$ cat config.mk
export PLATFORM = sky130hd
export DESIGN_NAME = button_conditioner_flat
export DESIGN_NICKNAME = d
export VERILOG_FILES = /design/src/rtl/button_conditioner_if.sv /design/src/rtl/button_conditioner.sv /design/src/flat_wrapper.sv
export SDC_FILE = /design/constraint.sdc
export NUM_CORES = 1
export LEC_CHECK = 0
export CORE_AREA = 2 2 39 41
export CTS_BUF_LIST = sky130_fd_sc_hd__clkbuf_4 sky130_fd_sc_hd__clkbuf_8 sky130_fd_sc_hd__clkbuf_16
export DETAILED_ROUTE_END_ITERATION = 12
export DIE_AREA = 0 0 41 43
export GPL_TIMING_DRIVEN = 0
export PLACE_DENSITY = 0.68
export SYNTH_ARGS = -nofsm -noshare
export SYNTH_HDL_FRONTEND = slang
export SYNTH_SLANG_ARGS = --single-unit
$ cat constraint.sdc
create_clock -name clk -period 1.4 [get_ports clk]
set_clock_uncertainty 0.2 [all_clocks]
set_input_delay 0.28 -clock clk [delete_from_list [all_inputs] [get_ports clk]]
set_output_delay 0.28 -clock clk [all_outputs]
set_load 0.1 [all_outputs]
$ cat src/rtl/button_conditioner_if.sv
// Button conditioner bus: raw button in, conditioned level and pulses out.
//   button_i        raw asynchronous button, active high
//   pressed_o       debounced button level
//   press_pulse_o   one-cycle pulse on debounced rising edge
//   release_pulse_o one-cycle pulse on debounced falling edge
//   hold_pulse_o    one-cycle pulse on long press, at most once per press
// master: the side that owns the button and consumes the events.
// slave : the conditioner itself.
interface button_conditioner_if;
   logic button_i;
   logic pressed_o;
   logic press_pulse_o;
   logic release_pulse_o;
   logic hold_pulse_o;

   modport master (
      output button_i,
      input  pressed_o,
      input  press_pulse_o,
      input  release_pulse_o,
      input  hold_pulse_o
   );

   modport slave (
      input  button_i,
      output pressed_o,
      output press_pulse_o,
      output release_pulse_o,
      output hold_pulse_o
   );
endinterface

$ cat src/rtl/button_conditioner.sv
// Push-button front end: 2-flop synchronizer, debounce filter, press/release
// edge detection and a long-press (hold) detector. All outputs registered.
//   clk  system clock
//   RST  synchronous, active-low reset
//   bus  button_conditioner_if.slave (button_i in; pressed_o, press_pulse_o,
//        release_pulse_o, hold_pulse_o out)
module button_conditioner #(
   parameter int unsigned DEBOUNCE_CYCLES = 4,
   parameter int unsigned HOLD_CYCLES     = 24,
   parameter int unsigned DB_W            = $clog2(DEBOUNCE_CYCLES + 1),
   parameter int unsigned HOLD_W          = $clog2(HOLD_CYCLES + 1)
) (
   input  logic                 clk,
   input  logic                 RST,
   button_conditioner_if.slave  bus
);

   localparam logic [DB_W-1:0]   DB_LAST   = DB_W'(DEBOUNCE_CYCLES - 1);
   localparam logic [HOLD_W-1:0] HOLD_LAST = HOLD_W'(HOLD_CYCLES - 1);
   localparam logic [HOLD_W-1:0] HOLD_MAX  = HOLD_W'(HOLD_CYCLES);

   logic              sync1;
   logic              sync2;
   logic              stable;
   logic              stable_next;
   logic [DB_W-1:0]   db_cnt;
   logic [HOLD_W-1:0] hold_cnt;
   logic              press_q;
   logic              release_q;
   logic              hold_q;

   // Next debounced state, shared by the state update and the edge pulses so
   // the pulses land in the cycle right after the flip.
   always_comb begin
      stable_next = stable;
      if (sync2 != stable && db_cnt == DB_LAST) begin
         stable_next = sync2;
      end
   end

   always_ff @(posedge clk) begin
      if (!RST) begin
         sync1     <= 1'b0;
         sync2     <= 1'b0;
         stable    <= 1'b0;
         db_cnt    <= '0;
         hold_cnt  <= '0;
         press_q   <= 1'b0;
         release_q <= 1'b0;
         hold_q    <= 1'b0;
      end else begin
         sync1 <= bus.button_i;
         sync2 <= sync1;

         // Any agreement cycle restarts the run of disagreements.
         if (sync2 == stable) begin
            db_cnt <= '0;
         end else if (db_cnt == DB_LAST) begin
            db_cnt <= '0;
         end else begin
            db_cnt <= db_cnt + 1'b1;
         end

         stable    <= stable_next;
         press_q   <= !stable && stable_next;
         release_q <= stable && !stable_next;

         // Counting only while pressed before and after this edge: this clears
         // on the rising edge and lets a release beat a completing hold.
         hold_q <= 1'b0;
         if (!(stable && stable_next)) begin
            hold_cnt <= '0;
         end else if (hold_cnt != HOLD_MAX) begin
            hold_cnt <= hold_cnt + 1'b1;
            hold_q   <= (hold_cnt == HOLD_LAST);
         end
      end
   end

   assign bus.pressed_o       = stable;
   assign bus.press_pulse_o   = press_q;
   assign bus.release_pulse_o = release_q;
   assign bus.hold_pulse_o    = hold_q;

endmodule

$ cat src/flat_wrapper.sv
// flat-port wrapper written by rule: the top's interface ports become plain ports
module button_conditioner_flat 
#(
   parameter int unsigned DEBOUNCE_CYCLES = 4,
   parameter int unsigned HOLD_CYCLES     = 24,
   parameter int unsigned DB_W            = $clog2(DEBOUNCE_CYCLES + 1),
   parameter int unsigned HOLD_W          = $clog2(HOLD_CYCLES + 1)
)
  (clk, RST, bus_button_i, bus_pressed_o, bus_press_pulse_o, bus_release_pulse_o, bus_hold_pulse_o);
  button_conditioner_if bus_i ();
  input  logic clk;
  input  logic RST;
  input wire logic [$bits(bus_i.button_i)-1:0] bus_button_i;
  output wire logic [$bits(bus_i.pressed_o)-1:0] bus_pressed_o;
  output wire logic [$bits(bus_i.press_pulse_o)-1:0] bus_press_pulse_o;
  output wire logic [$bits(bus_i.release_pulse_o)-1:0] bus_release_pulse_o;
  output wire logic [$bits(bus_i.hold_pulse_o)-1:0] bus_hold_pulse_o;
  assign bus_i.button_i = bus_button_i;
  assign bus_pressed_o = bus_i.pressed_o;
  assign bus_press_pulse_o = bus_i.press_pulse_o;
  assign bus_release_pulse_o = bus_i.release_pulse_o;
  assign bus_hold_pulse_o = bus_i.hold_pulse_o;
  button_conditioner #(.DEBOUNCE_CYCLES(DEBOUNCE_CYCLES), .HOLD_CYCLES(HOLD_CYCLES), .DB_W(DB_W), .HOLD_W(HOLD_W)) u_core (.clk(clk), .RST(RST), .bus(bus_i));
endmodule
Word-level counts from Yosys, hierarchy flattened
Cells that the tools add are included.
{ "totals": {"regBits": 14, "latchBits": 0, "mem_bits_rw": 0, "romBits": 0, "inputBits": 3, "out_inout_bits": 4, "wordCells": 26, "memories": 0} }
{ "classes": {"add_sub_neg": 2, "mul": 0, "div": 0, "n_lt_le_gt_ge": 0, "eq_ne": 5, "shift": 0, "muxes": 1, "bitwise_logic": 1, "n_reduce_logical": 9} }
{ "ops": {"columns": ["cell", "n"], "rows": [
  ["5-bit by 1-bit adder with 5-bit output (second input constant)", 1],
  ["5-bit == test (second input constant)", 1],
  ["5-bit != test (second input constant)", 1],
  ["1-bit logical AND", 4],
  ["3-bit by 1-bit adder with 3-bit output (second input constant)", 1],
  ["3-bit by 2-bit == test with 1-bit output (second input constant)", 1],
  ["3-bit AND reduction", 1],
  ["3-bit OR reduction", 1],
  ["1-bit zero test", 2],
  ["2-bit AND reduction", 1],
  ["1-bit == test", 1],
  ["1-bit two-way mux", 1],
  ["1-bit != test", 1],
  ["1-bit inverter", 1]
]} }

Longest topological paths before layout
Gate-level depths: netlist of run 1.
{ "depth": {"depth_word": 5, "depth_mapped": 5, "ltp_nobuf": 5} }

Worst setup path before layout of run 1
OpenSTA, ideal clock, no wires.
{ "synth_path": {"kind": "reg2reg", "from": "register u_core.stable (netlist: u_core.bus.pressed_o)", "to": "register u_core.hold_q (netlist: u_core.bus.hold_pulse_o)", "setup_time_ns": 0.069, "t_arrival_ns": 1.431, "t_required_ns": 1.131, "path_slack_ns": -0.300, "path_stages_with_launch": 3, "path_buffers": 0, "cell_sequence": "dfxtp_1 > o211ai_2 > nor2_1"} }
{ "synth_via": {"elab_chain_cells": 5} }
{ "synth_rtl": {"columns": ["item", "line", "rtl"], "rows": [
  ["from (decl)", "button_conditioner.sv:24", "logic stable;"],
  ["from (signal assigned)", "button_conditioner.sv:64", "stable <= stable_next;"],
  ["1-bit != test", "button_conditioner.sv:36", "if (sync2 != stable && db_cnt == DB_LAST) begin"],
  ["1-bit logical AND", "button_conditioner.sv:36", null],
  ["1-bit two-way mux", "button_conditioner.sv:36", null],
  ["1-bit logical AND (*)", "button_conditioner.sv:71", "if (!(stable && stable_next)) begin"],
  ["3-bit AND reduction (no source line) (*)", null, null],
  ["to (signal assigned)", "button_conditioner.sv:75", "hold_q <= (hold_cnt == HOLD_LAST);"],
  ["to (decl)", "button_conditioner.sv:30", "logic hold_q;"]
]} }
Every way passes the cells marked *; elsewhere a longest branch is shown, timed or not.
A chain may end at the register's enable or synchronous reset.

Final worst setup path of run 1
{ "layout_path": {"from": "register u_core.stable (netlist: u_core.bus.pressed_o)", "to": "output port bus_pressed_o"} }
{ "layout_rtl": {"columns": ["item", "line", "rtl"], "rows": [
  ["to (decl)", "flat_wrapper.sv:14", "output wire logic [$bits(bus_i.pressed_o)-1:0] bus_pressed_o;"]
]} }
No word-level cell between the ends.

==> results.py, run 1 <==
metrics = {
    "status": {
        "status": "completed",
    },
    "clock_network": {
        "htree_levels": 1,
        "postCtsSetupRepairBufs": 0,
        "holdBufCountCts": 0,
        "clock_path_buffers": 2,
        "clkTransAtPathRegs_ns": 0.08,
        "numCtsBuffers": 3,
        "cts_root_buf": "clkbuf_4",
        "worstSkewPairLatency_ns": 0.28,
        "tritoncts": "built",
        "cts.sinks": 14,
    },
    "sta": {
        "slew_viol_final": 0,
        "fin_crit_ns": 1.351,
        "rsz0062_at_grt": "false",
        "relSlewSlack": 0.8400,
        "finalCritPeriodShare": 0.9649,
        "hold_viol": 0,
        "max_freq_mhz": 740.3,
        "worst_pin_slew_ns": 0.2389,
        "finalSetupViolCount": 0,
        "setup_tns_ns": 0,
    },
    "floorplanning": {
        "rows": 14,
        "die_x_um": 41,
        "core_mm2": 0.001384,
        "ios": 7,
        "die_y_um": 43,
        "dieArea_mm2": 0.001763,
        "initial_core_util": 0.3960,
    },
    "logic_synthesis": {
        "synth_largest_area_cell": "dfxtp_1",
        "yosysSeqAreaShare": 0.5114,
        "syn_avg_cell_area_um2": 10.54,
        "yosys_warnings": 0,
        "synth_cells": 52,
        "synth-seq-cells": 14,
        "syn_area_um2": 548.0,
        "ys_top_cells_by_area": "dfxtp_1 51%, ha_1 9.1%, xor2_1 6.4%",
        "synth_cell_types": 16,
        "synth_top_cell_area_share": 0.5114,
        "syn_nets": 59,
    },
    "layout": {
        "instances_no_fill": 78,
        "area_growth_pct": 31.05,
        "final_common_cell": "dfxtp_1",
        "drive_gt1_frac": 0.2581,
        "layout_common_cells": "11 x dfxtp_1, 9 x nor2_1, 4 x inv_1, 4 x xor2_1",
        "diodes": 0,
        "fin_nets": 70,
        "nFillCells": 129,
    },
    "setup_path": {
        "worst_r2r_path_depth": 5,
        "cpLargestDelayFamily": "flip-flops",
        "regToRegSetupSlack_ns": 0.08,
        "timing.rr.start": "u_core.db_cnt[1]",
        "crit_path_end_kind": "primary output",
        "required_ns": 0.92,
        "worstPathArrival_ns": 0.87,
        "r2r_end": "u_core.bus.hold_pulse_o",
        "critPathLaunchType": "flip-flop",
        "max_stage_delay_ns": 0.41,
        "cp_max_fo": 6,
        "slowest_stage": "dfxtp_4",
        "crit_chain": "buf_12",
        "crit_buf_inv": 1,
        "worstSetupPathType": "flip-flop to primary output",
    },
    "drt": {
        "num_vias": 365,
        "first_pass_iters": 6,
        "vias_per_cell": 4.679,
        "drt-total-wl_um": 781,
        "drc": 0,
        "ant_nets": 0,
        "drt_iter0_markers": 6,
        "wire_per_inst_um": 10.01,
    },
    "run": {
        "cap_violations": 0,
    },
    "pwr": {
        "power.switching_mw": 0.1417,
        "p_per_area_mw_per_mm2": 985.8,
        "ir_worst_vdd_uv": 435.6,
        "swShare": 0.2001,
        "p_leak_nw": 0.2661,
        "seqPwrFrac": 0.569,
        "p_int_mw": 0.5663,
        "p_clk_frac": 0.412,
        "combPwrFrac": 0.019,
    },
    "global_routing": {
        "grt_max_degree": 9,
        "grt_pass1_wl_um": 1304,
        "grt_use_total": 0.1210,
        "antenna_found_initial": 0,
        "first_global_vias": 311,
        "grt_overflow": 0,
    },
    "placed_design": {
        "dp.cells": 74,
        "hpwl_um": 569.8,
        "io_buffers": 6,
        "gp_congestion": 0.7461,
    },
    "hold_path": {
        "hold_path.startpoint": "u_core.db_cnt[0]",
        "hold_path_depth": 1,
        "hold_end": "u_core.db_cnt[0]",
        "hold_class": "flip-flop to flip-flop",
    },
}
[Yosys cell counts (all sizes together)]
cell and count:
xor2 4, nand3 3, mux2i 2, nor2b 1
nor3b 2, ha 4, nand4b 2, inv 5
and2 2, nor2 9, nand2 2, xnor2 1
o211ai 1, dfxtp 14
[per-layer routing]
metal	global-route usage	vias to the layer above	wire length, um
li1	-	189	-
met1	0.1433	158	346
met2	0.1438	15	360
met3	0.04712	3	44
met4	0.1400	0	29
met5	0	-	0
[repair_timing]
action	4_1_cts	5_1_grt
endpoints found under the setup margin	10	10
resized for setup	29	9
pin swaps	0	2
[per-stage QoR]
stage | power, mW | util | setup WS [ns] | hold slack (ns) | area, um^2
floorplan | 0.4173 | - | 0.01102 | 0.1992 | 549.3
global placement | 0.4249 | 0.4548 | -0.5841 | 0.2068 | 629.4
detailed placement | 0.4257 | 0.4548 | -0.5884 | 0.2217 | 629.4
CTS | 0.7197 | 0.4910 | -0.002152 | 0.2341 | 679.4
global route | 0.7378 | 0.5190 | 0.0004446 | 0.2714 | 718.2
finish | 0.7080 | 0.5190 | 0.04918 | 0.2428 | 718.2
[layout make-up]
| cell class | instances | area (um^2) | area share |
|---|---|---|---|
| Timing Repair Buffer | 6 | 73.82 | 0.1028 |
| Tap cell | 16 | 20.02 | 0.02787 |
| Inverter | 5 | 18.77 | 0.02613 |
| Clock buffer | 4 | 36.28 | 0.05052 |
| Sequential cell | 14 | 286.5 | 0.3990 |
| Multi-Input combinational cell | 33 | 282.8 | 0.3937 |
[power by group through the flow]
| stage | Combinational [mW] | Sequential, mW | Clock (mW) |
|---|---|---|---|
| finish | 0.0133 | 0.403 | 0.292 |
| global route | 0.0150 | 0.404 | 0.319 |
| global placement | 0.0120 | 0.413 | 0 |
| floorplan | 0.00465 | 0.413 | 0 |
| detailed placement | 0.0125 | 0.413 | 0 |
| CTS | 0.0131 | 0.404 | 0.302 |
[flip-flops by register name, summed over array words and instances, names as in the netlist]
register                    cells
u_core.sync1                    1
u_core.hold_cnt                 5
u_core.db_cnt                   3
u_core.bus.pressed_o            1
u_core.bus.release_pulse_o      1
u_core.bus.press_pulse_o        1
u_core.bus.hold_pulse_o         1
u_core.sync2                    1
[worst max path at each step]
stage                                    end  slack [ns]  cells after the start                    start
after floorplan             bus_hold_pulse_o        0.01                      0  u_core.bus.hold_pulse_o
after global placement         bus_pressed_o       -0.58                      1     u_core.bus.pressed_o
after detailed placement       bus_pressed_o       -0.59                      1     u_core.bus.pressed_o
after CTS                      bus_pressed_o      -0.002                      1     u_core.bus.pressed_o
after global routing      u_core.hold_cnt[1]      0.0004                      5       u_core.hold_cnt[1]
final                          bus_pressed_o        0.05                      1     u_core.bus.pressed_o
[cell families (layout without fill, tap and decap cells)]
logic type                 after synthesis  count (layout)  share of synthesized area
AOI/OAI and AO/OA                        1               1                    0.02283
xor gates and xnor gates                 5               5                    0.07991
adders and majority gates                4               4                    0.09133
buffers and inverters                    5              15                    0.03423
DFF                                     14              14                     0.5114
muxes                                    2               2                    0.03653
and+or+nand+nor                         21              21                     0.2237
Note: power is estimated with default switching activity, not from simulation.
==> run 2, diff against run 1 <==
==> constraint.sdc (replaced) <==
create_clock -name clk -period 1.4 [get_ports clk]
set_clock_uncertainty 0.2 [all_clocks]
set_input_delay 0.42 -clock clk [delete_from_list [all_inputs] [get_ports clk]]
set_output_delay 0.42 -clock clk [all_outputs]
set_load 0.1 [all_outputs]
==> run 2 against run 1 <==
The flow now finishes with violations (setup timing). Clock-buffer cell count is the same. Non-clock buffer count rose by 2. Setup slack worse by 0.080 ns. First-iteration DRC count grew 33%. Maximum frequency decreased by 5.6%. Utilization is 3.3 points higher. Sequential power hardly changed. Power decreased by 0.25%. Final cell count grew 2.6%. Register-to-register slack worse by 0.03 ns. Critical path type unchanged. Largest power group unchanged. Highest routed layer unchanged.
==> results.py, run 2 (synthesis gave the netlist of run 1 again) <==
metrics = {
    "layout": {
        "final_util": 0.5524,
        "final_area_um2": 764.5,
        "largest_reg_flops": 5,
        "diodes": 0,
        "area_growth_pct": 39.50,
        "final-seq-area_um2": 291.5,
        "final_common_cell": "nor2_1",
        "reg_top3": "u_core.hold_cnt x5, u_core.db_cnt x3",
        "multi_input_comb_area_um2": 282.8,
        "top_register": "u_core.hold_cnt",
        "fin_nets": 72,
        "layout_common_cells": "9 x nor2_1, 7 x dfxtp_1, 6 x dfxtp_2",
        "instances_no_fill": 80,
        "nFillCells": 113,
        "drive_gt1_frac": 0.3438,
    },
    "clock_network": {
        "htree_levels": 1,
        "tritoncts": "built",
        "clock_path_buffers": 2,
        "clkTransAtPathRegs_ns": 0.08,
        "cts.sinks": 14,
        "numCtsBuffers": 3,
        "worstSkewPairLatency_ns": 0.27,
        "cts_root_buf": "clkbuf_4",
    },
    "setup_path": {
        "slowest_stage": "dfxtp_4",
        "required_ns": 0.78,
        "crit_chain": "buf_12",
        "crit_path_end_kind": "primary output",
        "regToRegSetupSlack_ns": 0.05,
        "worstSetupPathType": "flip-flop to primary output",
        "cpLargestDelayFamily": "flip-flops",
        "cp_max_fo": 2,
        "worstPathArrival_ns": 0.81,
        "max_stage_delay_ns": 0.37,
        "crit_buf_inv": 1,
        "critPathLaunchType": "flip-flop",
    },
    "sta": {
        "finalSetupViolCount": 4,
        "finalCritPeriodShare": 1.022,
        "hold_viol": 0,
        "worst_pin_slew_ns": 0.2822,
        "relSlewSlack": 0.8116,
        "holdWs_ns": 0.2415,
        "fin_crit_ns": 1.431,
        "max_freq_mhz": 698.9,
        "setup_ws_ns": -0.03086,
        "rsz0062_at_grt": "true",
        "slew_viol_final": 0,
    },
    "status": {
        "violations": "setup timing",
        "status": "complete, but fails checks",
    },
    "global_routing": {
        "grt_overflow": 0,
        "first_global_vias": 356,
        "grt_max_degree": 9,
        "grt_pass1_wl_um": 1414,
        "antenna_found_initial": 0,
        "grt_use_total": 0.1231,
    },
    "pwr": {
        "p_per_area_mw_per_mm2": 923.9,
        "ir_worst_vdd_uv": 433.9,
        "p_leak_nw": 0.2849,
    },
    "drt": {
        "num_vias": 369,
        "drc": 0,
        "drt_iter0_markers": 8,
        "ant_nets": 0,
        "drt-total-wl_um": 877,
        "vias_per_cell": 4.613,
        "wire_per_inst_um": 10.96,
        "first_pass_iters": 4,
    },
    "run": {
        "cap_violations": 0,
    },
    "floorplanning": {
        "rows": 14,
        "die_y_um": 43,
        "core_mm2": 0.001384,
        "ios": 7,
        "initial_core_util": 0.3960,
        "dieArea_mm2": 0.001763,
        "die_x_um": 41,
    },
    "hold_path": {
        "hold_class": "flip-flop to flip-flop",
    },
    "placed_design": {
        "dp.cells": 74,
        "hpwl_um": 521.8,
        "gp_congestion": 0.7441,
        "dpl_cell_area_um2": 633.1,
        "place_ws_ns": -0.7287,
        "io_buffers": 6,
    },
}
-- run 2: worst paths after layout --
path                   startpoint                  to  cells past startpoint
min                  u_core.sync1        u_core.sync2                      1
max reg2reg      u_core.db_cnt[0]  u_core.hold_cnt[1]                      5
min reg2reg          u_core.sync1        u_core.sync2                      1
max          u_core.bus.pressed_o       bus_pressed_o                      1
-- run 2: timing repair --
| action | 4_1_cts | 5_1_grt |
|---|---|---|
| setup buffers | 1 | 1 |
| gates resized for setup | 39 | 6 |
| pin swaps | 0 | 2 |
| gates cloned | 0 | 0 |
| hold buffers | 0 | 0 |
| endpoints found under the setup margin | 10 | 11 |
-- run 2: worst register-to-register path, delay by kind of cell (launching register included) --
family / cells / cell delay, ns
simple gates: 1 / 0.08
flops: 1 / 0.36
compound gates: 1 / 0.26
fa+ha+maj: 2 / 0.28
buf+inv: 1 / 0.05
-- run 2: per-layer routing --
layer / track usage / vias to the layer above / wire [um]
li1: - / 194 / -
met1: 0.1340 / 165 / 414
met2: 0.1875 / 8 / 422
met3: 0.03141 / 2 / 25
met4: 0.1000 / 0 / 14
met5: 0 / - / 0
-- run 2: area by class of cell --
| cell class | instances | area share |
|---|---|---|
| multi-input cells | 33 | 0.3699 |
| well taps | 16 | 0.02619 |
| clock buffers | 4 | 0.04746 |
| repair buffers | 8 | 0.1506 |
| inverters | 5 | 0.02455 |
| flip-flops and latches | 14 | 0.3813 |
-- run 2: stage by stage --
step / power (mW) / setup TNS [ns]
6_report: 0.7063 / -0.07411
3_3_place_gp: 0.4249 / -4.148
5_1_grt: 0.7341 / -0.1903
3_5_place_dp: 0.4254 / -4.345
4_1_cts: 0.7128 / -0.1076
2_1_floorplan: 0.4172 / 0
-- run 2: power by group --
group	switching, mW	internal (mW)	leakage (nW)	total (mW)
combinational	0.00515	0.00912	0.147	0.0143
clock	0.131	0.158	0.0210	0.289
sequential	0.00382	0.399	0.117	0.403
total	0.140	0.567	0.285	0.706
==> run 3, diff against run 2 <==
- GPL_TIMING_DRIVEN: 0 -> 1
==> run 3 against run 2 <==
The flow still finishes with violations (setup timing). Setup slack improved by 0.0091 ns. Via count increased by 2.7%. Die area unchanged.
==> results.py, run 3 (synthesis gave the netlist of run 1 again) <==
metrics = {
    "status": {
        "status": "complete, but fails checks",
        "violations": "setup timing",
    },
    "floorplanning": {
        "dieArea_mm2": 0.001763,
        "initial_core_util": 0.3960,
        "ios": 7,
        "rows": 14,
        "core_mm2": 0.001384,
        "die_x_um": 41,
        "die_y_um": 43,
    },
    "layout": {
        "drive_gt1_frac": 0.3281,
        "final_common_cell": "nor2_1",
        "area_growth_pct": 36.76,
        "fin_nets": 73,
        "reg_top3": "u_core.hold_cnt x5, u_core.db_cnt x3",
        "instances_no_fill": 80,
        "largest_reg_flops": 5,
        "diodes": 0,
        "top_register": "u_core.hold_cnt",
        "final_area_um2": 749.5,
        "layout_common_cells": "9 x nor2_1, 8 x dfxtp_1, 5 x dfxtp_2",
        "nFillCells": 129,
    },
    "drt": {
        "drc": 0,
        "drt_iter0_markers": 3,
        "drt-total-wl_um": 833,
        "ant_nets": 0,
        "first_pass_iters": 2,
        "wire_per_inst_um": 10.41,
        "num_vias": 379,
        "vias_per_cell": 4.738,
    },
    "setup_path": {
        "endpoint": "bus_pressed_o",
        "critPathLaunchType": "flip-flop",
        "worst_r2r_path_depth": 6,
        "regToRegSetupSlack_ns": 0.05,
        "r2r_end": "u_core.db_cnt[2]",
        "crit_chain": "buf_12",
        "max_stage_delay_ns": 0.36,
        "cp.depth": 1,
        "worstSetupPathType": "flip-flop to primary output",
        "timing.rr.start": "u_core.db_cnt[0]",
        "cp_max_fo": 2,
        "slowest_stage": "dfxtp_4",
        "crit_start": "u_core.bus.pressed_o",
        "worstPathArrival_ns": 0.80,
        "cpLargestDelayFamily": "flip-flops",
        "required_ns": 0.78,
        "crit_buf_inv": 1,
        "crit_path_end_kind": "primary output",
    },
    "global_routing": {
        "grt_pass1_wl_um": 1331,
        "grt_max_degree": 8,
        "grt_use_total": 0.1194,
        "antenna_found_initial": 0,
        "first_global_vias": 363,
        "grt_overflow": 0,
    },
    "clock_network": {
        "worstSkewPairLatency_ns": 0.27,
        "cts.sinks": 14,
        "htree_levels": 1,
        "clkTransAtPathRegs_ns": 0.07,
        "clock_path_buffers": 2,
        "holdBufCountCts": 0,
        "tritoncts": "built",
        "numCtsBuffers": 3,
        "cts_root_buf": "clkbuf_4",
    },
    "pwr": {
        "ir_worst_vdd_uv": 757.3,
        "p_leak_nw": 0.2911,
        "p_per_area_mw_per_mm2": 839.2,
    },
    "sta": {
        "setup_ws_ns": -0.02174,
        "rsz0062_at_grt": "true",
        "hold_viol": 0,
        "slew_viol_final": 0,
        "finalSetupViolCount": 4,
        "relSlewSlack": 0.7902,
        "max_freq_mhz": 703.4,
        "finalCritPeriodShare": 1.016,
        "worst_pin_slew_ns": 0.3141,
        "fin_crit_ns": 1.422,
        "setup_tns_ns": -0.02738,
    },
    "placed_design": {
        "gp_congestion": 0.6723,
        "dpl_cell_area_um2": 688.2,
        "place_ws_ns": -0.1975,
        "io_buffers": 6,
        "hpwl_um": 575.1,
        "dp.cells": 76,
    },
    "hold_path": {
        "hold_class": "flip-flop to flip-flop",
    },
    "run": {
        "cap_violations": 0,
    },
}
-- run 3: how the worst min path moves through the flow --
stage / start / endpoint / slack (ns) / depth (start not counted)
floorplan: u_core.db_cnt[0] / u_core.db_cnt[0] / 0.20 / 1
global placement: u_core.db_cnt[0] / u_core.db_cnt[0] / 0.21 / 1
detailed placement: u_core.db_cnt[0] / u_core.db_cnt[0] / 0.21 / 1
CTS: u_core.db_cnt[0] / u_core.db_cnt[0] / 0.23 / 1
global route: u_core.db_cnt[0] / u_core.db_cnt[0] / 0.21 / 1
finish: u_core.db_cnt[0] / u_core.db_cnt[0] / 0.20 / 1
-- run 3: per-stage QoR --
stage | hold slack, ns | util | power (mW)
global placement | 0.2092 | 0.4973 | 0.4253
CTS | 0.2269 | 0.5208 | 0.6411
floorplan | 0.1992 | - | 0.4172
detailed placement | 0.2119 | 0.4973 | 0.4256
finish | 0.2000 | 0.5416 | 0.6289
global route | 0.2119 | 0.5416 | 0.6620
-- run 3: report_power, final --
part | internal (mW) | switching, mW | total [mW]
sequential | 0.399 | 0.00276 | 0.402
clock | 0.0995 | 0.112 | 0.212
combinational | 0.00851 | 0.00665 | 0.0152
-- run 3: area by class of cell --
type | instances | area (um^2) | share of cell area
Sequential cell | 14 | 290.3 | 0.3873
Timing Repair Buffer | 9 | 125.1 | 0.1669
Tap cell | 16 | 20.02 | 0.02671
Multi-Input combinational cell | 33 | 272.8 | 0.3639
Inverter | 5 | 18.77 | 0.02504
Clock buffer | 3 | 22.52 | 0.03005
-- run 3: metal layers --
layer,part of all wire,vias to the layer above,track usage
li1,-,193,-
met1,0.42,173,0.1155
met2,0.50,11,0.1750
met3,0.060,2,0.07853
met4,0.017,0,0.08000
met5,0,-,0
-- run 3: what timing repair did --
item / CTS / global route
pin swaps: 0 / 2
gates resized for setup: 1 / 7
setup buffers: 1 / 0
endpoints found under the setup margin: 4 / 14
